### config.mk
export PLATFORM = sky130hd
export DESIGN_NAME = lpc_mem_bridge
export DESIGN_NICKNAME = d
export VERILOG_FILES = /design/src/rtl/lpc_mem_bridge_pkg.sv /design/src/rtl/lpc_mem_bridge.sv
export SDC_FILE = /design/constraint.sdc
export NUM_CORES = 1
export LEC_CHECK = 0
export ABC_AREA = 1
export CAP_MARGIN = 20
export CORE_ASPECT_RATIO = 0.75
export CORE_MARGIN = 2
export CORE_UTILIZATION = 29
export CTS_BUF_LIST = sky130_fd_sc_hd__clkbuf_16
export CTS_CLUSTER_SIZE = 8
export DETAILED_ROUTE_END_ITERATION = 10
export PLACE_DENSITY = 0.46
export SETUP_SLACK_MARGIN = 0.05
export SLEW_MARGIN = 30
export SYNTH_ARGS = -nofsm -noshare
export SYNTH_HDL_FRONTEND = slang
export SYNTH_SLANG_ARGS = --single-unit
### constraint.sdc
create_clock -name lclk -period 3.4 [get_ports lclk]
set_input_delay 0.51 -clock lclk [delete_from_list [all_inputs] [get_ports lclk]]
set_output_delay 0.51 -clock lclk [all_outputs]
set_load 0.1 [all_outputs]
### src/rtl/lpc_mem_bridge_pkg.sv
// Shared definitions for the CPU-to-LPC memory bridge.
//   state_e          : bridge FSM states
//   SIZE_*           : req_size encodings (2'b11 behaves like SIZE_WORD)
//   DEFAULT_TIMEOUT  : default per-phase handshake wait limit in lclk cycles
//   size_last        : maps a size code to the index of the final byte
package lpc_mem_bridge_pkg;

  typedef enum logic [1:0] {
    ST_IDLE  = 2'd0,
    ST_ISSUE = 2'd1,
    ST_CLEAR = 2'd2,
    ST_RESP  = 2'd3
  } state_e;

  localparam logic [1:0] SIZE_BYTE = 2'b00;
  localparam logic [1:0] SIZE_HALF = 2'b01;
  localparam logic [1:0] SIZE_WORD = 2'b10;

  localparam int unsigned DEFAULT_TIMEOUT = 255;

  // Index of the last byte to move: N-1 for N = 1, 2 or 4.
  function automatic logic [1:0] size_last(input logic [1:0] size);
    case (size)
      SIZE_BYTE: size_last = 2'd0;
      SIZE_HALF: size_last = 2'd1;
      default:   size_last = 2'd3;
    endcase
  endfunction

endpackage

### src/rtl/lpc_mem_bridge.sv
// Bridges single CPU load/store requests onto a byte-wide LPC host master,
// splitting half/word accesses into sequential byte cycles (little-endian).
// Ports:
//   lclk, lreset_n                    clock, async active-low reset
//   req_valid/req_ready/req_we/
//   req_size/req_addr/req_wdata       CPU request channel
//   rsp_valid/rsp_rdata/rsp_err       one-cycle completion (no backpressure)
//   lpc_go/lpc_dir/lpc_addr/
//   lpc_wdata/lpc_rdata/lpc_done      four-phase handshake to the LPC master
// Every output is a flop; each output's next value is derived from the
// next state so it lines up with the state it belongs to.
module lpc_mem_bridge
  import lpc_mem_bridge_pkg::*;
#(
  parameter int unsigned TIMEOUT = DEFAULT_TIMEOUT
) (
  input  logic        lclk,
  input  logic        lreset_n,
  input  logic        req_valid,
  output logic        req_ready,
  input  logic        req_we,
  input  logic [1:0]  req_size,
  input  logic [31:0] req_addr,
  input  logic [31:0] req_wdata,
  output logic        rsp_valid,
  output logic [31:0] rsp_rdata,
  output logic        rsp_err,
  output logic        lpc_go,
  output logic        lpc_dir,
  output logic [31:0] lpc_addr,
  output logic [7:0]  lpc_wdata,
  input  logic [7:0]  lpc_rdata,
  input  logic        lpc_done
);

  localparam int unsigned CW = (TIMEOUT < 2) ? 1 : $clog2(TIMEOUT + 1);
  // Abort when the wait counter would reach TIMEOUT on this cycle.
  localparam logic [CW-1:0] CNT_LAST = CW'(TIMEOUT - 1);

  state_e        state_q, state_d;
  logic [1:0]    idx_q, idx_d;
  logic [1:0]    last_q, last_d;
  logic          we_q, we_d;
  logic [31:0]   addr_q, addr_d;
  logic [31:0]   wdata_q, wdata_d;
  logic [31:0]   acc_q, acc_d;
  logic [CW-1:0] cnt_q, cnt_d;

  logic          req_ready_q, req_ready_d;
  logic          rsp_valid_q, rsp_valid_d;
  logic [31:0]   rsp_rdata_q, rsp_rdata_d;
  logic          rsp_err_q, rsp_err_d;
  logic          go_q, go_d;
  logic          dir_q, dir_d;
  logic [31:0]   laddr_q, laddr_d;
  logic [7:0]    lwdata_q, lwdata_d;

  logic [1:0]    idx_nxt;

  always_ff @(posedge lclk or negedge lreset_n) begin
    if (!lreset_n) begin
      state_q     <= ST_IDLE;
      idx_q       <= '0;
      last_q      <= '0;
      we_q        <= 1'b0;
      addr_q      <= '0;
      wdata_q     <= '0;
      acc_q       <= '0;
      cnt_q       <= '0;
      req_ready_q <= 1'b0;
      rsp_valid_q <= 1'b0;
      rsp_rdata_q <= '0;
      rsp_err_q   <= 1'b0;
      go_q        <= 1'b0;
      dir_q       <= 1'b0;
      laddr_q     <= '0;
      lwdata_q    <= '0;
    end else begin
      state_q     <= state_d;
      idx_q       <= idx_d;
      last_q      <= last_d;
      we_q        <= we_d;
      addr_q      <= addr_d;
      wdata_q     <= wdata_d;
      acc_q       <= acc_d;
      cnt_q       <= cnt_d;
      req_ready_q <= req_ready_d;
      rsp_valid_q <= rsp_valid_d;
      rsp_rdata_q <= rsp_rdata_d;
      rsp_err_q   <= rsp_err_d;
      go_q        <= go_d;
      dir_q       <= dir_d;
      laddr_q     <= laddr_d;
      lwdata_q    <= lwdata_d;
    end
  end

  always_comb begin
    state_d     = state_q;
    idx_d       = idx_q;
    last_d      = last_q;
    we_d        = we_q;
    addr_d      = addr_q;
    wdata_d     = wdata_q;
    acc_d       = acc_q;
    cnt_d       = cnt_q;
    go_d        = go_q;
    dir_d       = dir_q;
    laddr_d     = laddr_q;
    lwdata_d    = lwdata_q;
    rsp_valid_d = 1'b0;
    rsp_rdata_d = '0;
    rsp_err_d   = 1'b0;
    idx_nxt     = idx_q + 2'd1;

    case (state_q)
      ST_IDLE: begin
        // req_ready_q gates acceptance so the first cycle after reset
        // release (ready still low) cannot take a request.
        if (req_valid && req_ready_q) begin
          we_d     = req_we;
          addr_d   = req_addr;
          wdata_d  = req_wdata;
          last_d   = size_last(req_size);
          idx_d    = '0;
          acc_d    = '0;
          cnt_d    = '0;
          go_d     = 1'b1;
          dir_d    = req_we;
          laddr_d  = req_addr;
          lwdata_d = req_wdata[7:0];
          state_d  = ST_ISSUE;
        end
      end

      ST_ISSUE: begin
        if (lpc_done) begin
          if (!we_q) begin
            acc_d[{idx_q, 3'b000} +: 8] = lpc_rdata;
          end
          go_d    = 1'b0;
          cnt_d   = '0;
          state_d = ST_CLEAR;
        end else if (cnt_q == CNT_LAST) begin
          go_d        = 1'b0;
          rsp_valid_d = 1'b1;
          rsp_err_d   = 1'b1;
          rsp_rdata_d = '1;
          state_d     = ST_RESP;
        end else begin
          cnt_d = cnt_q + 1'b1;
        end
      end

      ST_CLEAR: begin
        if (!lpc_done) begin
          if (idx_q == last_q) begin
            rsp_valid_d = 1'b1;
            rsp_rdata_d = we_q ? '0 : acc_q;
            state_d     = ST_RESP;
          end else begin
            idx_d    = idx_nxt;
            cnt_d    = '0;
            go_d     = 1'b1;
            laddr_d  = addr_q + {30'd0, idx_nxt};
            lwdata_d = wdata_q[{idx_nxt, 3'b000} +: 8];
            state_d  = ST_ISSUE;
          end
        end else if (cnt_q == CNT_LAST) begin
          rsp_valid_d = 1'b1;
          rsp_err_d   = 1'b1;
          rsp_rdata_d = '1;
          state_d     = ST_RESP;
        end else begin
          cnt_d = cnt_q + 1'b1;
        end
      end

      ST_RESP: begin
        state_d = ST_IDLE;
      end

      default: begin
        state_d = ST_IDLE;
      end
    endcase

    req_ready_d = (state_d == ST_IDLE);
  end

  assign req_ready = req_ready_q;
  assign rsp_valid = rsp_valid_q;
  assign rsp_rdata = rsp_rdata_q;
  assign rsp_err   = rsp_err_q;
  assign lpc_go    = go_q;
  assign lpc_dir   = dir_q;
  assign lpc_addr  = laddr_q;
  assign lpc_wdata = lwdata_q;

endmodule

==> summary.md <==
| Metric | Value |
|---|---|
| P&R area growth vs syn | 26.87% |
| Clock Skews | 0.02090 ns |
| Initial antenna violation count | 0 |
| Post-CTS Hold Fix Bufs | 1 |
| Number of synthesized flops with an enable pin | 0 |
| Tightest Pin Transition | 1.014 ns |
| Yosys warnings | 0 |
| Post-synth top flop | dfrtp_1 |
| Arr. time, crit path | 2.02 ns |
| Critical Path Fanout Max | 3 |
| Synthesized area per cell | 8.519 um^2 |
| Worst setup SP type | register |
| Pre-CTS WS | 0.7765 ns |
| Leak Pwr | 5.224 nW |
| Yosys cell types | 41 |
| Cell chain of the critical path | clkdlybuf4s50_1 |
| GRT overflow | 0 |
| Mapped Area | 0.009354 mm^2 |
| WHS | 0.4831 ns |
| R2R Path End | lpc_addr[12]$_DFFE_PN0P_ |
| Largest net degree at the start of global routing | 57 |
| CTS tree | yes |
| DR vias/cell | 4.703 |
| Synthesized netlist net count | 1190 |
| Layout cells sized above 1 | 0.1076 |
| Design area | 0.01187 mm^2 |
| Internal reg-to-reg setup slack | 0.90 ns |
| CP endpoint | lpc_dir |
| Gpl congestion | 0.8762 |
| IO buf count | 155 |
| Total number of vias | 7811 |
| Die Wd | 211.4 um |
| Min cycle time layout | 2.529 ns |
| Syn Inst Count | 1098 |
| Kind of critical path | reg -> out |
| Outcome | complete, no violations |
| Final Max Tran Viols | 0 |
| Drc violations | 0 |
| VDD IR-drop max | 0.6860 mV |
| Yosys reg bits | 187 |
| Die ar. | 0.03372 mm^2 |
| Root Buffer Master | clkbuf_16 |
| Number of global-route vias before repair | 7579 |
| HP Class | reg -> reg |
| Seq/Total Area, Yosys | 0.5003 |
| Nets | 1334 |
| RSZ-0062 raised after global routing | false |
| Synth top area share | 0.5003 |
| Wire per inst | 17.07 um |
| Setup ws final | 0.8707 ns |
| H-tree depth | 4 |
| Post-CTS Setup Bufs | 0 |
| CP endpoint kind | output port |
| FMAX | 395.4 MHz |
| Dpl cell area | 0.01131 mm^2 |
| Post_cts resized | 0 |
| Fin. Hold Viols | 0 |
| Cell row count | 56 |
| CTS Buf Count | 17 |
| Top Family by Delay on Critical Path | buffers and inverters |
| Max-slew headroom | 0.3221 |
| Most frequent cells in the layout | nand2_1, dfrtp_1, clkdlybuf4s50_1, nor2_1, o21ai_0 |
| P per Cell Area | 972.6 mW/mm^2 |
| Buffer and inverter count on the worst path | 1 |
| Commonest non-fill, non-tap cell in the layout | nand2_1 |
| Worst Setup SP | lpc_dir$_DFFE_PN0P_ |
| Clk pin slew, worst setup/hold paths | 0.08 ns |
| Longest Clk Path Bufs | 2 |
| Crit. path cell count | 1 |
| Tcrit/Tclk final | 0.7439 |
| CP max stage delay | 1.16 ns |
| Final ANT Viol Nets | 0 |
| Io pins | 156 |
| Total track usage | 0.1750 |
| Clk sinks | 187 |
| Critical Path Slowest Stage Cell | clkdlybuf4s50_1 |
| Launching point of the worst reg2reg path | idx_q[1]$_DFFE_PN0P_ |
| Worst skew pair latency | 0.45 ns |
| Worst EP required | 2.89 ns |
| Fin Setup TNS | 0 ns |
| Asr flop ratio synth | 1.000 |
| DP Wirelength | 20.84 mm |
| Die Height | 159.5 um |
| Global-route wire length before repair | 45.31 mm |
| Initial DRC count | 599 |
| Max-cap violations | 0 |
| TritonRoute pass-1 iters | 5 |
| Hold path cells | 2 |
| Yosys top cell by area | dfrtp_1 |
| Core area | 0.03153 mm^2 |
| Initial Utilization | 0.2967 |
| Top area cells in the synthesized netlist | dfrtp_1, nand2_1, mux2_2 |
| Setup violators final | 0 |
| R2R cell count | 11 |
| Routed WL | 28.35 mm |
| Diodes inserted | 0 |
-- synth_stat cells, types with 14 or more instances --
cell type and number:
a21oi_1 21, buf_2 19, clkbuf_1 16, dfrtp_1 187
inv_1 73, mux2_2 51, nand2_1 296, nand3_1 71
nand3b_1 14, nand4_1 17, nor2_1 133, o21ai_0 86
o21ai_1 16, o31ai_1 19
-- registers in the layout, summed over array words and instances, names as in the netlist --
signal	flops
acc_q	32
addr_q	32
lpc_addr	32
rsp_rdata	32
wdata_q	32
cnt_q	8
lpc_wdata	8
idx_q	2
last_q	2
state_q	2
lpc_dir	1
lpc_go	1
req_ready	1
rsp_err	1
rsp_valid	1
-- logic make-up after synthesis --
family,share of synthesized area
compound gates,0.09738
xor+xnor,0.01017
fa+ha+maj,0.01819
buf+inv,0.06099
flops,0.5003
mux,0.06140
simple gates,0.2516
-- how the worst min path moves through the flow --
stage	endpoint	slack, ns	startpoint
2_1_floorplan	acc_q[0]$_DFFE_PN0P_	0.21	lreset_n
3_3_place_gp	lpc_addr[28]$_DFFE_PN0P_	0.47	lpc_addr[28]$_DFFE_PN0P_
3_5_place_dp	lpc_addr[25]$_DFFE_PN0P_	0.46	lpc_addr[25]$_DFFE_PN0P_
4_1_cts	lpc_addr[25]$_DFFE_PN0P_	0.49	lpc_addr[25]$_DFFE_PN0P_
5_1_grt	lpc_addr[25]$_DFFE_PN0P_	0.50	lpc_addr[25]$_DFFE_PN0P_
6_report	lpc_addr[25]$_DFFE_PN0P_	0.48	lpc_addr[25]$_DFFE_PN0P_
-- where the power goes --
| part | total (W) | switching (W) | leakage, nW | internal, W |
|---|---|---|---|---|
| logic | 0.00604 | 0.00435 | 2.56 | 0.00169 |
| registers | 0.00357 | 0.000602 | 2.39 | 0.00297 |
| clock network | 0.00193 | 0.000970 | 0.275 | 0.000962 |
| total | 0.0115 | 0.00592 | 5.22 | 0.00562 |
-- through the flow --
stage | instances | utilization | total power, W
after detailed placement | 1628 | 0.3586 | 0.009669
final | 1661 | 0.3764 | 0.01154
after global routing | 1661 | 0.3764 | 0.01235
after floorplan | 1098 | - | 0.008030
after CTS | 1661 | 0.3764 | 0.01166
after global placement | 1628 | 0.3587 | 0.009664
-- tightest hold or removal path: cells and delay by family, from the launching register on --
family / cells / cell delay [ns]
DFF: 1 / 0.34
and+or+nand+nor: 2 / 0.11
-- routing by layer --
layer | GRT usage | part of all wire | up-vias
met4 | 0.03649 | 0.0075 | 0
met3 | 0.03294 | 0.039 | 18
met2 | 0.2307 | 0.40 | 169
met1 | 0.2874 | 0.55 | 3740
li1 | - | - | 3884
met5 | 0 | 0 | -
-- final cells by class --
type	count	area (um^2)
timing repair buffer	173	1705
inverter	81	309.0
clock buffer	17	425.4
multi-input combinational	782	4114
clock inverter	15	126.4
fill	3274	19660
sequential	187	4679
tap	406	508.0
No activity file was read; power rests on OpenSTA's default activity.
